## config.mk

```make
export PLATFORM = sky130hd
export DESIGN_NAME = carbon_mmio_sysctl_flat
export DESIGN_NICKNAME = d
export VERILOG_FILES = /design/src/rtl/carbon_arch_pkg.sv /design/src/rtl/carbon_memmap_pkg.sv /design/src/rtl/fabric_if.sv /design/src/rtl/carbon_fabric_rsp_fifo.sv /design/src/rtl/carbon_mmio_sysctl.sv /design/src/flat_wrapper.sv
export SDC_FILE = /design/constraint.sdc
export NUM_CORES = 1
export LEC_CHECK = 0
export CELL_PAD_IN_SITES_DETAIL_PLACEMENT = 1
export CELL_PAD_IN_SITES_GLOBAL_PLACEMENT = 1
export CORE_UTILIZATION = 35
export DETAILED_ROUTE_END_ITERATION = 8
export GPL_ROUTABILITY_DRIVEN = 0
export PLACE_DENSITY_LB_ADDON = 0.1
export SYNTH_ARGS = -nofsm -noshare
export SYNTH_HDL_FRONTEND = slang
export SYNTH_SLANG_ARGS = --single-unit
```

## constraint.sdc

```tcl
create_clock -name clk -period 2.8 [get_ports clk]
set_input_delay 0.42 -clock clk [delete_from_list [all_inputs] [get_ports clk]]
set_output_delay 0.42 -clock clk [all_outputs]
set_load 0.02 [all_outputs]
```

## src/rtl/carbon_arch_pkg.sv

```systemverilog
// Fabric-wide architectural constants: transaction types, response codes and
// the channel field widths shared by every fabric_if endpoint.
package carbon_arch_pkg;

  localparam int unsigned CARBON_FABRIC_ID_W   = 4;
  localparam int unsigned CARBON_FABRIC_ADDR_W = 32;
  localparam int unsigned CARBON_FABRIC_DATA_W = 32;
  localparam int unsigned CARBON_FABRIC_OP_W   = 2;
  localparam int unsigned CARBON_FABRIC_SIZE_W = 3;
  localparam int unsigned CARBON_FABRIC_CODE_W = 2;

  typedef enum logic [CARBON_FABRIC_OP_W-1:0] {
    CARBON_FABRIC_XACT_NONE   = 2'd0,
    CARBON_FABRIC_XACT_READ   = 2'd1,
    CARBON_FABRIC_XACT_WRITE  = 2'd2,
    CARBON_FABRIC_XACT_ATOMIC = 2'd3
  } carbon_fabric_xact_e;

  typedef enum logic [CARBON_FABRIC_CODE_W-1:0] {
    CARBON_FABRIC_RSP_OK     = 2'd0,
    CARBON_FABRIC_RSP_DECERR = 2'd3
  } carbon_fabric_rsp_e;

endpackage

```

## src/rtl/carbon_memmap_pkg.sv

```systemverilog
// Byte offsets of the registers inside the system-control MMIO window.
package carbon_memmap_pkg;

  localparam logic [31:0] CARBON_MMIO_SIGNATURE_OFF = 32'h0000_0000;
  localparam logic [31:0] CARBON_MMIO_POWEROFF_OFF  = 32'h0000_0004;
  localparam logic [31:0] CARBON_MMIO_CYCLES_OFF    = 32'h0000_0008;
  localparam logic [31:0] CARBON_MMIO_CONSOLE_OFF   = 32'h0000_000C;

endpackage

```

## src/rtl/fabric_if.sv

```systemverilog
// Single-beat request/response fabric channel; the target drives req_ready
// and the whole response side.
interface fabric_if;

  logic                                                req_valid;
  logic                                                req_ready;
  logic [carbon_arch_pkg::CARBON_FABRIC_ID_W-1:0]      req_id;
  logic [carbon_arch_pkg::CARBON_FABRIC_OP_W-1:0]      req_op;
  logic [carbon_arch_pkg::CARBON_FABRIC_ADDR_W-1:0]    req_addr;
  logic [carbon_arch_pkg::CARBON_FABRIC_SIZE_W-1:0]    req_size;
  logic [carbon_arch_pkg::CARBON_FABRIC_DATA_W-1:0]    req_wdata;
  logic [carbon_arch_pkg::CARBON_FABRIC_DATA_W/8-1:0]  req_wstrb;

  logic                                                rsp_valid;
  logic                                                rsp_ready;
  logic [carbon_arch_pkg::CARBON_FABRIC_ID_W-1:0]      rsp_id;
  logic [carbon_arch_pkg::CARBON_FABRIC_CODE_W-1:0]    rsp_code;
  logic [carbon_arch_pkg::CARBON_FABRIC_DATA_W-1:0]    rsp_rdata;

  modport master (
    output req_valid, req_id, req_op, req_addr, req_size, req_wdata, req_wstrb, rsp_ready,
    input  req_ready, rsp_valid, rsp_id, rsp_code, rsp_rdata
  );

  modport slave (
    input  req_valid, req_id, req_op, req_addr, req_size, req_wdata, req_wstrb, rsp_ready,
    output req_ready, rsp_valid, rsp_id, rsp_code, rsp_rdata
  );

endinterface

```

## src/rtl/carbon_fabric_rsp_fifo.sv

```systemverilog
// Circular-buffer response FIFO; push into a full FIFO and pop from an empty
// one are ignored so the pointers can never cross.
module carbon_fabric_rsp_fifo #(
  parameter int unsigned DEPTH = 2,
  parameter int unsigned WIDTH = 8,
  localparam int unsigned CNT_W = $clog2(DEPTH + 1),
  localparam int unsigned PTR_W = (DEPTH > 1) ? $clog2(DEPTH) : 1
) (
  input  logic             clk,
  input  logic             rst_n,
  input  logic             push_i,
  input  logic [WIDTH-1:0] push_data_i,
  input  logic             pop_i,
  output logic [WIDTH-1:0] pop_data_o,
  output logic             full_o,
  output logic             empty_o,
  output logic [CNT_W-1:0] count_o
);

  logic [WIDTH-1:0] mem_q [DEPTH];
  logic [PTR_W-1:0] wr_ptr_q, wr_ptr_d;
  logic [PTR_W-1:0] rd_ptr_q, rd_ptr_d;
  logic [CNT_W-1:0] count_q, count_d;
  logic             do_push, do_pop;

  function automatic logic [PTR_W-1:0] ptr_inc(input logic [PTR_W-1:0] p);
    return (p == PTR_W'(DEPTH - 1)) ? '0 : p + PTR_W'(1);
  endfunction

  assign full_o     = (count_q == CNT_W'(DEPTH));
  assign empty_o    = (count_q == '0);
  assign count_o    = count_q;
  assign pop_data_o = mem_q[rd_ptr_q];
  assign do_push    = push_i && !full_o;
  assign do_pop     = pop_i && !empty_o;

  always_comb begin
    wr_ptr_d = do_push ? ptr_inc(wr_ptr_q) : wr_ptr_q;
    rd_ptr_d = do_pop  ? ptr_inc(rd_ptr_q) : rd_ptr_q;
    count_d  = count_q;
    case ({do_push, do_pop})
      2'b10:   count_d = count_q + CNT_W'(1);
      2'b01:   count_d = count_q - CNT_W'(1);
      default: count_d = count_q;
    endcase
  end

  always_ff @(posedge clk or negedge rst_n) begin
    if (!rst_n) begin
      wr_ptr_q <= '0;
      rd_ptr_q <= '0;
      count_q  <= '0;
    end else begin
      wr_ptr_q <= wr_ptr_d;
      rd_ptr_q <= rd_ptr_d;
      count_q  <= count_d;
    end
  end

  // Storage carries no reset: an entry is only ever read after being written.
  always_ff @(posedge clk) begin
    if (do_push) begin
      mem_q[wr_ptr_q] <= push_data_i;
    end
  end

endmodule

```

## src/rtl/carbon_mmio_sysctl.sv

```systemverilog
// System-control MMIO target: SIGNATURE, sticky POWEROFF, free-running CYCLES.
// Define CARBON_MMIO_SYSCTL_CONSOLE_EN to add the CONSOLE byte-output register.
module carbon_mmio_sysctl
  import carbon_arch_pkg::*;
  import carbon_memmap_pkg::*;
#(
  parameter logic [31:0] MMIO_BASE    = 32'h0000_0000,
  parameter int unsigned WINDOW_BYTES = 256,
  parameter int unsigned RSP_DEPTH    = 2
) (
  input  logic        clk,
  input  logic        rst_n,
  fabric_if.slave     fab,
  output logic [31:0] signature,
  output logic        signature_seen,
  output logic        poweroff
`ifdef CARBON_MMIO_SYSCTL_CONSOLE_EN
  ,
  output logic        console_valid,
  output logic [7:0]  console_data
`endif
);

  typedef struct packed {
    logic [CARBON_FABRIC_ID_W-1:0]   id;
    logic [CARBON_FABRIC_CODE_W-1:0] code;
    logic [CARBON_FABRIC_DATA_W-1:0] rdata;
  } rsp_ent_t;

  localparam int unsigned ENT_W = $bits(rsp_ent_t);
  localparam int unsigned CNT_W = $clog2(RSP_DEPTH + 1);

  logic [31:0]                     signature_q, signature_d;
  logic                            seen_q, seen_d;
  logic                            poweroff_q, poweroff_d;
  logic [31:0]                     cycles_q;
  logic [31:0]                     off;
  logic                            in_win, aligned, op_rd, op_wr;
  logic [CARBON_FABRIC_CODE_W-1:0] rsp_code;
  logic [31:0]                     rsp_rdata;
  logic                            req_ready, req_fire, rsp_fire;
  logic                            fifo_full, fifo_empty;
  logic [CNT_W-1:0]                unused_fifo_count;
  logic [CARBON_FABRIC_SIZE_W-1:0] unused_req_size;
  rsp_ent_t                        push_ent, head_ent;
`ifdef CARBON_MMIO_SYSCTL_CONSOLE_EN
  logic                            con_hit;
  logic                            con_valid_q;
  logic [7:0]                      con_data_q;
`endif

  // No bypass: a full FIFO blocks requests even while the head is popping.
  assign req_ready       = !fifo_full;
  assign req_fire        = fab.req_valid && req_ready;
  assign rsp_fire        = !fifo_empty && fab.rsp_ready;
  assign unused_req_size = fab.req_size;

  always_comb begin
    off         = fab.req_addr - MMIO_BASE;
    in_win      = (off < WINDOW_BYTES);
    aligned     = (fab.req_addr[1:0] == 2'b00);
    op_rd       = (fab.req_op == CARBON_FABRIC_XACT_READ);
    op_wr       = (fab.req_op == CARBON_FABRIC_XACT_WRITE);
    rsp_code    = CARBON_FABRIC_RSP_DECERR;
    rsp_rdata   = '0;
    signature_d = signature_q;
    seen_d      = seen_q;
    poweroff_d  = poweroff_q;
`ifdef CARBON_MMIO_SYSCTL_CONSOLE_EN
    con_hit     = 1'b0;
`endif
    if (in_win && aligned && (op_rd || op_wr)) begin
      case (off)
        CARBON_MMIO_SIGNATURE_OFF: begin
          rsp_code = CARBON_FABRIC_RSP_OK;
          if (op_rd) begin
            rsp_rdata = signature_q;
          end else begin
            for (int b = 0; b < 4; b++) begin
              if (fab.req_wstrb[b]) signature_d[8*b +: 8] = fab.req_wdata[8*b +: 8];
            end
            seen_d = seen_q | (|fab.req_wstrb);
          end
        end
        CARBON_MMIO_POWEROFF_OFF: begin
          rsp_code = CARBON_FABRIC_RSP_OK;
          if (op_rd) begin
            rsp_rdata = {31'b0, poweroff_q};
          end else if (fab.req_wstrb[0] && fab.req_wdata[0]) begin
            poweroff_d = 1'b1;
          end
        end
        CARBON_MMIO_CYCLES_OFF: begin
          if (op_rd) begin
            rsp_code  = CARBON_FABRIC_RSP_OK;
            rsp_rdata = cycles_q;
          end
        end
`ifdef CARBON_MMIO_SYSCTL_CONSOLE_EN
        CARBON_MMIO_CONSOLE_OFF: begin
          rsp_code = CARBON_FABRIC_RSP_OK;
          con_hit  = op_wr && fab.req_wstrb[0];
        end
`endif
        default: ;
      endcase
    end
  end

  always_comb begin
    push_ent       = '0;
    push_ent.id    = fab.req_id;
    push_ent.code  = rsp_code;
    push_ent.rdata = rsp_rdata;
  end

  always_ff @(posedge clk or negedge rst_n) begin
    if (!rst_n) begin
      signature_q <= '0;
      seen_q      <= 1'b0;
      poweroff_q  <= 1'b0;
      cycles_q    <= '0;
    end else begin
      cycles_q <= cycles_q + 32'd1;
      if (req_fire) begin
        signature_q <= signature_d;
        seen_q      <= seen_d;
        poweroff_q  <= poweroff_d;
      end
    end
  end

`ifdef CARBON_MMIO_SYSCTL_CONSOLE_EN
  always_ff @(posedge clk or negedge rst_n) begin
    if (!rst_n) begin
      con_valid_q <= 1'b0;
      con_data_q  <= '0;
    end else begin
      con_valid_q <= req_fire && con_hit;
      if (req_fire && con_hit) con_data_q <= fab.req_wdata[7:0];
    end
  end

  assign console_valid = con_valid_q;
  assign console_data  = con_data_q;
`endif

  carbon_fabric_rsp_fifo #(
    .DEPTH (RSP_DEPTH),
    .WIDTH (ENT_W)
  ) u_rsp_fifo (
    .clk         (clk),
    .rst_n       (rst_n),
    .push_i      (req_fire),
    .push_data_i (push_ent),
    .pop_i       (rsp_fire),
    .pop_data_o  (head_ent),
    .full_o      (fifo_full),
    .empty_o     (fifo_empty),
    .count_o     (unused_fifo_count)
  );

  assign fab.req_ready   = req_ready;
  assign fab.rsp_valid   = !fifo_empty;
  assign fab.rsp_id      = head_ent.id;
  assign fab.rsp_code    = head_ent.code;
  assign fab.rsp_rdata   = head_ent.rdata;

  assign signature      = signature_q;
  assign signature_seen = seen_q;
  assign poweroff       = poweroff_q;

endmodule

```

## src/flat_wrapper.sv

```systemverilog
// flat-port wrapper written by rule: the top's interface ports become plain ports
module carbon_mmio_sysctl_flat import carbon_arch_pkg::*; import carbon_memmap_pkg::*;
#(
  parameter logic [31:0] MMIO_BASE    = 32'h0000_0000,
  parameter int unsigned WINDOW_BYTES = 256,
  parameter int unsigned RSP_DEPTH    = 2
)
  (clk, rst_n, signature, signature_seen, poweroff, fab_req_valid, fab_req_id, fab_req_op, fab_req_addr, fab_req_size, fab_req_wdata, fab_req_wstrb, fab_rsp_ready, fab_req_ready, fab_rsp_valid, fab_rsp_id, fab_rsp_code, fab_rsp_rdata);
  fabric_if fab_i ();
  input  logic clk;
  input  logic rst_n;
  output logic [31:0] signature;
  output logic signature_seen;
  output logic poweroff;
  input wire logic [$bits(fab_i.req_valid)-1:0] fab_req_valid;
  input wire logic [$bits(fab_i.req_id)-1:0] fab_req_id;
  input wire logic [$bits(fab_i.req_op)-1:0] fab_req_op;
  input wire logic [$bits(fab_i.req_addr)-1:0] fab_req_addr;
  input wire logic [$bits(fab_i.req_size)-1:0] fab_req_size;
  input wire logic [$bits(fab_i.req_wdata)-1:0] fab_req_wdata;
  input wire logic [$bits(fab_i.req_wstrb)-1:0] fab_req_wstrb;
  input wire logic [$bits(fab_i.rsp_ready)-1:0] fab_rsp_ready;
  output wire logic [$bits(fab_i.req_ready)-1:0] fab_req_ready;
  output wire logic [$bits(fab_i.rsp_valid)-1:0] fab_rsp_valid;
  output wire logic [$bits(fab_i.rsp_id)-1:0] fab_rsp_id;
  output wire logic [$bits(fab_i.rsp_code)-1:0] fab_rsp_code;
  output wire logic [$bits(fab_i.rsp_rdata)-1:0] fab_rsp_rdata;
  assign fab_i.req_valid = fab_req_valid;
  assign fab_i.req_id = fab_req_id;
  assign fab_i.req_op = fab_req_op;
  assign fab_i.req_addr = fab_req_addr;
  assign fab_i.req_size = fab_req_size;
  assign fab_i.req_wdata = fab_req_wdata;
  assign fab_i.req_wstrb = fab_req_wstrb;
  assign fab_i.rsp_ready = fab_rsp_ready;
  assign fab_req_ready = fab_i.req_ready;
  assign fab_rsp_valid = fab_i.rsp_valid;
  assign fab_rsp_id = fab_i.rsp_id;
  assign fab_rsp_code = fab_i.rsp_code;
  assign fab_rsp_rdata = fab_i.rsp_rdata;
  carbon_mmio_sysctl #(.MMIO_BASE(MMIO_BASE), .WINDOW_BYTES(WINDOW_BYTES), .RSP_DEPTH(RSP_DEPTH)) u_core (.clk(clk), .rst_n(rst_n), .fab(fab_i), .signature(signature), .signature_seen(signature_seen), .poweroff(poweroff));
endmodule
```

==> results of run 1 <==
registers in the layout, summed over array words and instances, names as in the netlist:
name / count
u_core.cycles_q: 32
u_core.poweroff: 1
u_core.signature: 32
u_core.signature_seen: 1
u_core.u_rsp_fifo.count_o: 2
u_core.u_rsp_fifo.mem_q: 74
u_core.u_rsp_fifo.rd_ptr_q: 1
u_core.u_rsp_fifo.wr_ptr_q: 1
through the flow:
step                      util [%]  setup WS (ps)  cells  hold slack, ps
after floorplan                  -            499    418             124
after global placement        46.9           -110    794             454
after detailed placement      46.9           -153    794             468
after CTS                     50.6            257    826             183
after global routing          50.6            205    826             244
final                         50.6            294    826             163
critical path, stage by stage:
cell	delay [ps]
clkdlybuf4s50_1	470
inv_1	50
ha_1	260
or4_4	430
nor2_4	100
nor4b_4	180
buf_4	170
and4b_1	260
buf_12	160
mux2_4	300
cell families after synthesis:
family / Yosys count
fa+ha+maj: 3
mux: 101
buf+inv: 20
xor+xnor: 35
compound gates: 4
simple gates: 111
flops: 144
layer usage:
layer / GRT usage [%] / wire length, um / vias up
li1: - / - / 1864
met1: 21.2 / 6430 / 2016
met2: 30.8 / 7940 / 83
met3: 4.03 / 611 / 17
met4: 6.73 / 255 / 0
met5: 0 / 0 / -
cell usage in the layout, fill, tap and decap left out, drive strengths merged, types with 2 or more instances in the layout:
| master | n |
|---|---|
| nand4 | 5 |
| nand3 | 14 |
| clkbuf | 18 |
| nor3 | 4 |
| edfxtp | 74 |
| and4 | 5 |
| inv | 5 |
| nand2 | 15 |
| xnor2 | 25 |
| bufinv | 5 |
| nor2 | 41 |
| a31o | 2 |
| and4b | 4 |
| clkinv | 4 |
| xor2 | 10 |
| ha | 3 |
| clkdlybuf4s50 | 149 |
| clkinvlp | 4 |
| o21ai | 2 |
| and3 | 4 |
| mux2 | 69 |
| buf | 18 |
| and2 | 3 |
| mux2i | 32 |
| dfrtp | 70 |
| nor4 | 9 |
Yosys cell counts (5+ instances only):
library cell,count
edfxtp_1,74
dfrtp_1,70
nor2_1,40
mux2_2,37
mux2_4,32
mux2i_1,32
xnor2_1,25
nand2_1,15
nand3_1,14
xor2_1,10
clkbuf_1,7
nor4_1,7
nand4_1,5
final cells by class:
class / count / area [um^2] / share of cell area, %
timing repair buffer: 167 / 1690 / 19.2
clock inverter: 14 / 213 / 2.42
multi-input combinational: 254 / 2200 / 25.0
sequential: 144 / 3980 / 45.1
inverter: 4 / 15.0 / 0.171
tap: 225 / 282 / 3.20
clock buffer: 18 / 429 / 4.87
power by group:
group | switching, mW | internal (mW)
Combinational | 0.939 | 0.907
Sequential | 0.0795 | 2.55
Clock | 0.877 | 1.58
Total | 1.90 | 5.03
worst max-delay path by stage:
stage / start / slack [ps] / endpoint
floorplan: fab_req_op[1] / 500 / u_core.signature[0]
global placement: fab_req_op[1] / -110 / u_core.signature[15]
detailed placement: fab_req_op[1] / -150 / u_core.signature[20]
CTS: u_core.u_rsp_fifo.rd_ptr_q / 260 / fab_rsp_code[0]
global route: fab_req_op[1] / 200 / u_core.signature[23]
finish: fab_req_op[1] / 290 / u_core.signature[14]
==> results.sh, run 1 <==
export IMPL_diodes=0
export IMPL_yosys_area_share_adder_pct=0.598
export IMPL_worst_setup_path_type="input port to flip-flop"
export IMPL_antenna_found_initial=0
export IMPL_final_nets=672
export IMPL_htreeDepth=4
export IMPL_slew_headroom_pct=36.3
export IMPL_track_usage_pct=17.7
export IMPL_ir_worst_vdd_v=0.000422
export IMPL_reg2regPathDepth=6
export IMPL_start_util_pct=36.0
export IMPL_clock_skew_ps=9.58
export IMPL_synth_simple_area_share_pct=9.67
export IMPL_drive_gt1_share_pct=21.6
export IMPL_tns_ps=0
export IMPL_p_per_area_nw_per_um2=787
export IMPL_port_buffers=151
export IMPL_maxCapViolCount=0
export IMPL_worstSetupEndpointType="flip-flop"
export IMPL_synth_top_cells_by_area="edfxtp_1 35%, dfrtp_1 28%, mux2_4 7.7%, mux2_2 6.6%, mux2i_1 5.1%"
export IMPL_fp_coreArea_um2=17400
export IMPL_ys_flop_type="edfxtp_1"
export IMPL_hold_path_class="input port to async pin"
export IMPL_drt_iter0_markers=138
export IMPL_avgRoutedWirePerCell_um=18.4
export IMPL_synth_top_family_by_area="multiplexers"
export IMPL_yosys_warnings=0
export IMPL_dp_hpwl_um=10400
export IMPL_cts_resized=0
export IMPL_postCtsHoldBufs=0
export IMPL_seq_area_frac_synth_pct=63.3
export IMPL_clock_latency_ps=420
export IMPL_worstMarginPinSlew_ps=955
export IMPL_grt_max_degree=71
export IMPL_synth_edf_count=74
export IMPL_drt_total_wl_um=15200
export IMPL_syn_area_um2=6280
export IMPL_fin_crit_sh_pct=89.5
export IMPL_grt_pass1_wl_um=24200
export IMPL_crit_fanout=8
export IMPL_fp_row_count=48
export IMPL_muxShareOfSynthArea_pct=19.4
export IMPL_cts_setup_buffers=0
export IMPL_cts_tree="done"
export IMPL_placed_cell_area_um2=8160
export IMPL_drt_pass1_iter_count=4
export IMPL_finalHoldViolCount=0
export IMPL_synth_async_sr_flop_share_pct=48.6
export IMPL_ys_types=35
export IMPL_finalSetupViolCount=0
export IMPL_critical_path_arrival_ps=2810
export IMPL_ant_nets=0
export IMPL_dieHeight_um=136
export IMPL_syn_num_nets=502
export IMPL_start_kind="input port"
export IMPL_dieArea_um2=18500
export IMPL_drc=0
export IMPL_vias=3980
export IMPL_cts_inserted_buffers=17
export IMPL_ioPinCount=155
export IMPL_ys_ff_latch=144
export IMPL_rrSetupSlack_ps=500
export IMPL_cts_root_buf="clkbuf_16"
export IMPL_syn_inst=418
export IMPL_cts_path_max_buffers=2
export IMPL_critPathRequiredTime_ps=3100
export IMPL_leakage_nw=3.45
export IMPL_synth_compound_gate_area_share_pct=0.438
export IMPL_drv_slew=0
export IMPL_die_w_um=136
export IMPL_run_status="complete, no violations"
export IMPL_gr_total_overflow=0
export IMPL_synth_area_leader_cell="edfxtp_1"
export IMPL_nFillCells=1707
export IMPL_rsz0062_at_grt="false"
export IMPL_synth_xor_area_share_pct=4.88
export IMPL_postSynthAreaPerCell_um2=15.0
export IMPL_min_period_ps=2510
export IMPL_fmax_mhz=399
export IMPL_reg2reg_from="u_core.cycles_q[0]"
export IMPL_cts_clk_slew_worst_paths_ps=60
export IMPL_r2r_end="u_core.cycles_q[28]"
export IMPL_synth_top_cell_area_share_pct=35.4
export IMPL_cts_sinks=144
export IMPL_viasPerCell=4.82
export IMPL_design_area_um2=8800
export IMPL_finalPower_mw=6.93
export IMPL_grt_pass1_vias=4451
export IMPL_syn2layout_area_growth_pct=40.2
Power figures use the tool's default switching activity.
==> inputs of run 2 (changes only) <==
RECOVER_POWER = 25   (was default)
==> run 2 against run 1 <==
Compared with the run above: critical path depth unchanged; worst setup slack about the same; via count about the same; global-route usage did not move; sequential cell count did not move; final area fell by 0.11%; critical endpoint unchanged; sequential power is essentially flat; the flow now finishes with violations (max-capacitance violations, max-slew violations).
==> results.sh, run 2 (same netlist as run 1, synthesis figures left out) <==
export IMPL_drv_slew=71
export IMPL_start_util_pct=36.0
export IMPL_rrSetupSlack_ps=500
export IMPL_crit_chain="clkdlybuf4s50_1 > inv_1 > ha_1 > or4_4 > nor2_4 > nor4b_4 > buf_4 > and4b_1 > buf_12 > mux2_4"
export IMPL_rsz0062_at_grt="false"
export IMPL_maxCapViolCount=1
export IMPL_drc=0
export IMPL_gr_total_overflow=0
export IMPL_track_usage_pct=17.7
export IMPL_worstSetupEndpointType="flip-flop"
export IMPL_cts_tree="done"
export IMPL_cts_clk_slew_worst_paths_ps=60
export IMPL_reg2reg_from="u_core.cycles_q[0]"
export IMPL_finalHoldViolCount=0
export IMPL_multiInputGateArea_um2=2200
export IMPL_final_nets=672
export IMPL_ir_worst_vdd_v=0.000422
export IMPL_dieHeight_um=136
export IMPL_run_status="complete, but fails checks"
export IMPL_viasPerCell=4.82
export IMPL_worstMarginPinSlew_ps=1870
export IMPL_critical_path_arrival_ps=2810
export IMPL_regArea_um2=3980
export IMPL_grt_pass1_wl_um=24200
export IMPL_dp_hpwl_um=10400
export IMPL_finalSetupViolCount=0
export IMPL_clock_skew_ps=9.58
export IMPL_cts_root_buf="clkbuf_16"
export IMPL_crit_fanout=8
export IMPL_drt_total_wl_um=15200
export IMPL_r2r_end="u_core.cycles_q[28]"
export IMPL_crit_buf_inv=4
export IMPL_drt_iter0_markers=138
export IMPL_vias=3983
export IMPL_diodes=0
export IMPL_fmax_mhz=399
export IMPL_layout_commonest_cell="clkdlybuf4s50_1"
export IMPL_placed_cell_area_um2=8160
export IMPL_grt_max_degree=71
export IMPL_slew_headroom_pct=-24.4
export IMPL_cts_sinks=144
export IMPL_cts_setup_buffers=0
export IMPL_reg2regPathDepth=6
export IMPL_die_w_um=136
export IMPL_hold_path_class="flip-flop to flip-flop"
export IMPL_min_period_ps=2510
export IMPL_slowest_delay_ps=470
export IMPL_worstHoldStart="u_core.signature_seen"
export IMPL_largest_reg_flops=74
export IMPL_design_area_um2=8790
export IMPL_cts_resized=0
export IMPL_final_cell_mix="145 x clkdlybuf4s50_1, 74 x edfxtp_1, 69 x dfrtp_1, 40 x nor2_1, 37 x mux2_2"
export IMPL_hold_depth=1
export IMPL_tns_ps=0
export IMPL_fp_row_count=48
export IMPL_p_per_area_nw_per_um2=787
export IMPL_dieArea_um2=18500
export IMPL_grt_pass1_vias=4451
export IMPL_port_buffers=151
export IMPL_avgRoutedWirePerCell_um=18.4
export IMPL_htreeDepth=4
export IMPL_violations="max-capacitance violations, max-slew violations"
export IMPL_fp_coreArea_um2=17400
export IMPL_fin_crit_sh_pct=89.5
export IMPL_clock_latency_ps=420
export IMPL_cts_inserted_buffers=17
export IMPL_drive_gt1_share_pct=21.5
export IMPL_postCtsHoldBufs=0
export IMPL_ant_nets=0
export IMPL_critical_path_top_delay_family="simple AND/OR/NAND/NOR gates"
export IMPL_hold_end="u_core.signature_seen"
export IMPL_critPathRequiredTime_ps=3100
export IMPL_syn2layout_area_growth_pct=40.1
export IMPL_slowest_stage="clkdlybuf4s50_1"
export IMPL_start_kind="input port"
export IMPL_leakage_nw=3.45
export IMPL_worst_setup_path_type="input port to flip-flop"
export IMPL_antenna_found_initial=0
export IMPL_ioPinCount=155
export IMPL_top_register="u_core.u_rsp_fifo.mem_q"
export IMPL_drt_pass1_iter_count=4
export IMPL_cts_path_max_buffers=2
export IMPL_nFillCells=1707
==> run 2: report_power, final <==
group | internal (mW) | leakage (nW) | switching [mW]
Clock | 1.58 | 0.302 | 0.876
Sequential | 2.55 | 1.65 | 0.0754
Combinational | 0.902 | 1.50 | 0.937
==> run 2: area by class of cell <==
cell class / instances / area share (%)
Clock buffer: 18 / 4.88
Clock inverter: 14 / 2.42
Inverter: 4 / 0.171
Multi-Input combinational cell: 254 / 25.0
Sequential cell: 144 / 45.2
Tap cell: 225 / 3.20
Timing Repair Buffer: 167 / 19.1
==> run 2: worst register-to-register path: cells and delay by family (launching register included) <==
family	cells	cell delay, ps
xor+xnor	1	160
simple gates	4	1330
flops	1	450
fa+ha+maj	1	250
==> run 2: worst max-delay path by stage <==
stage	start	to	slack, ps	cells after the start
after floorplan	fab_req_op[1]	u_core.signature[0]	500	8
after detailed placement	fab_req_op[1]	u_core.signature[20]	-150	10
after CTS	u_core.u_rsp_fifo.rd_ptr_q	fab_rsp_code[0]	260	3
after global placement	fab_req_op[1]	u_core.signature[15]	-110	10
final	fab_req_op[1]	u_core.signature[14]	290	10
after global routing	fab_req_op[1]	u_core.signature[23]	210	10
==> run 2: stage by stage <==
step | setup WS, ps | std cells | util (%) | hold slack (ps) | power, mW
6_report | 294 | 826 | 50.5 | 489 | 6.92
4_1_cts | 257 | 826 | 50.6 | 183 | 7.04
5_1_grt | 205 | 826 | 50.5 | 497 | 7.19
2_1_floorplan | 499 | 418 | - | 124 | 3.64
3_5_place_dp | -153 | 794 | 46.9 | 468 | 4.55
3_3_place_gp | -110 | 794 | 46.9 | 454 | 4.52
==> run 2: per-layer routing <==
| layer | routed length, um | GRT usage (%) | vias to the layer above |
|---|---|---|---|
| li1 | - | - | 1864 |
| met1 | 6420 | 21.2 | 2019 |
| met2 | 7940 | 30.8 | 83 |
| met3 | 609 | 4.03 | 17 |
| met4 | 255 | 6.73 | 0 |
| met5 | 0 | 0 | - |
==> inputs of run 3 (changes only) <==
CORE_UTILIZATION = 30   (was 35)
==> run 3 against run 2 <==
Compared with the run above: the run still ends with max-capacitance violations, max-slew violations left; critical path depth stayed put; wire length up 1.3%; register-to-register slack gained 60 ps; sequential share of layout area shrank 0.071 points.
==> results.sh, run 3 (same netlist as run 1, synthesis figures left out) <==
export IMPL_crit_fanout=8
export IMPL_grt_max_degree=71
export IMPL_htreeDepth=4
export IMPL_dp_hpwl_um=10600
export IMPL_largest_reg_flops=74
export IMPL_run_status="complete, but fails checks"
export IMPL_antenna_found_initial=0
export IMPL_drive_gt1_share_pct=21.2
export IMPL_port_buffers=151
export IMPL_clock_skew_ps=7.05
export IMPL_power_frac_clock_pct=34.3
export IMPL_crit_chain="clkdlybuf4s50_1 > inv_1 > ha_1 > or4_4 > nor2_4 > nor4b_4 > buf_4 > and4b_1 > buf_12 > mux2_4"
export IMPL_cts_setup_buffers=0
export IMPL_critical_path_arrival_ps=2820
export IMPL_critPathRequiredTime_ps=3100
export IMPL_switching_share_pct=28.6
export IMPL_start_kind="input port"
export IMPL_final_util_pct=43.3
export IMPL_crit_buf_inv=4
export IMPL_placed_cell_area_um2=8210
export IMPL_design_area_um2=8810
export IMPL_grt_pass1_vias=4565
export IMPL_start_util_pct=30.8
export IMPL_avgRoutedWirePerCell_um=17.7
export IMPL_slew_headroom_pct=-27.6
export IMPL_dieHeight_um=147
export IMPL_drv_slew=71
export IMPL_ioPinCount=155
export IMPL_violations="max-capacitance violations, max-slew violations"
export IMPL_cts_resized=0
export IMPL_slowest_stage="clkdlybuf4s50_1"
export IMPL_finalHoldViolCount=0
export IMPL_postCtsHoldBufs=0
export IMPL_worstMarginPinSlew_ps=1910
export IMPL_cts_tree="done"
export IMPL_viasPerCell=4.61
export IMPL_final_cells=870
export IMPL_dieArea_um2=21500
export IMPL_worst_setup_path_type="input port to flip-flop"
export IMPL_finalSetupViolCount=0
export IMPL_clock_latency_ps=420
export IMPL_drt_iter0_markers=129
export IMPL_rsz0062_at_grt="false"
export IMPL_syn2layout_area_growth_pct=40.3
export IMPL_drc=0
export IMPL_track_usage_pct=15.9
export IMPL_layout_commonest_cell="clkdlybuf4s50_1"
export IMPL_slowest_delay_ps=460
export IMPL_switchingPower_mw=1.94
export IMPL_fp_coreArea_um2=20400
export IMPL_share_comb_of_total_power_pct=27.2
export IMPL_gr_total_overflow=0
export IMPL_drt_total_wl_um=15400
export IMPL_diodes=0
export IMPL_place_inst=838
export IMPL_intPower_mw=4.86
export IMPL_maxCapViolCount=1
export IMPL_hold_ws_ps=475
export IMPL_worstSetupEndpointType="flip-flop"
export IMPL_ant_nets=0
export IMPL_cts_root_buf="clkbuf_16"
export IMPL_seq_power_share_pct=38.5
export IMPL_ir_worst_vdd_v=0.000443
export IMPL_drt_pass1_iter_count=4
export IMPL_tns_ps=0
export IMPL_fin_crit_sh_pct=89.8
export IMPL_hold_path_class="flip-flop to flip-flop"
export IMPL_final_nets=671
export IMPL_cts_inserted_buffers=17
export IMPL_grt_pass1_wl_um=25800
export IMPL_leakage_nw=3.43
export IMPL_fmax_mhz=398
export IMPL_p_per_area_nw_per_um2=772
export IMPL_final_cell_mix="145 x clkdlybuf4s50_1, 74 x edfxtp_1, 69 x dfrtp_1, 40 x nor2_1, 37 x mux2_2"
export IMPL_vias=4011
export IMPL_cts_sinks=144
export IMPL_cts_clk_slew_worst_paths_ps=60
export IMPL_critical_path_top_delay_family="simple AND/OR/NAND/NOR gates"
export IMPL_fp_row_count=52
export IMPL_die_w_um=147
export IMPL_min_period_ps=2520
export IMPL_top_register="u_core.u_rsp_fifo.mem_q"
export IMPL_cts_path_max_buffers=2
[run 3: cell count changes in the layout (fill, tap and decap cells not counted), sizes merged]
cell | previous run | this run
inv | 5 | 8
bufinv | 5 | 3
buf | 17 | 16
clkbuf | 19 | 18
clkinv | 4 | 3
clkinvlp | 4 | 5
[run 3: metrics by stage]
step | power [mW] | worst slack, ps
floorplan | 3.64 | 499
global placement | 4.54 | -145
detailed placement | 4.57 | -150
CTS | 6.92 | 294
global route | 7.09 | 226
finish | 6.80 | 285
[run 3: power by group through the flow]
stage	Sequential [mW]	Combinational [mW]	Clock, mW
after floorplan	2.65	0.990	0
after global placement	2.65	1.89	0
after detailed placement	2.67	1.90	0
after CTS	2.63	1.91	2.39
after global routing	2.65	1.97	2.47
final	2.62	1.85	2.33
[run 3: worst register-to-register path, delay by kind of cell (launching register included)]
kind | cells | cell delay [ps]
and+or+nand+nor | 4 | 1260
DFF | 1 | 450
adders and majority gates | 1 | 250
xor gates and xnor gates | 1 | 160
[run 3: final timing paths]
check                                    start                      endpoint  slack [ps]  cells past startpoint
min in group asynchronous                rst_n  u_core.u_rsp_fifo.count_o[1]         530                      1
max reg2reg                 u_core.cycles_q[0]           u_core.cycles_q[28]         560                      6
min                        u_core.cycles_q[31]           u_core.cycles_q[31]         480                      1
max                              fab_req_op[1]          u_core.signature[29]         280                     10
min reg2reg                u_core.cycles_q[31]           u_core.cycles_q[31]         480                      1
max in group asynchronous                rst_n    u_core.u_rsp_fifo.rd_ptr_q        1030                      1
[run 3: final cells by class]
cell class	count	area, um^2
multi-input cells	254	2200
flip-flops and latches	144	3980
well taps	270	338
inverters	4	15.0
clock inverters	15	183
clock buffers	17	425
repair buffers	166	1680
fillers	2072	11600
[run 3: per-layer routing]
layer / up-vias / GRT usage [%] / share of wire (%)
met5: - / 0 / 0
met4: 0 / 6.20 / 2.2
met3: 23 / 3.19 / 2.9
met2: 76 / 27.7 / 51
met1: 2045 / 19.2 / 44
li1: 1867 / - / -
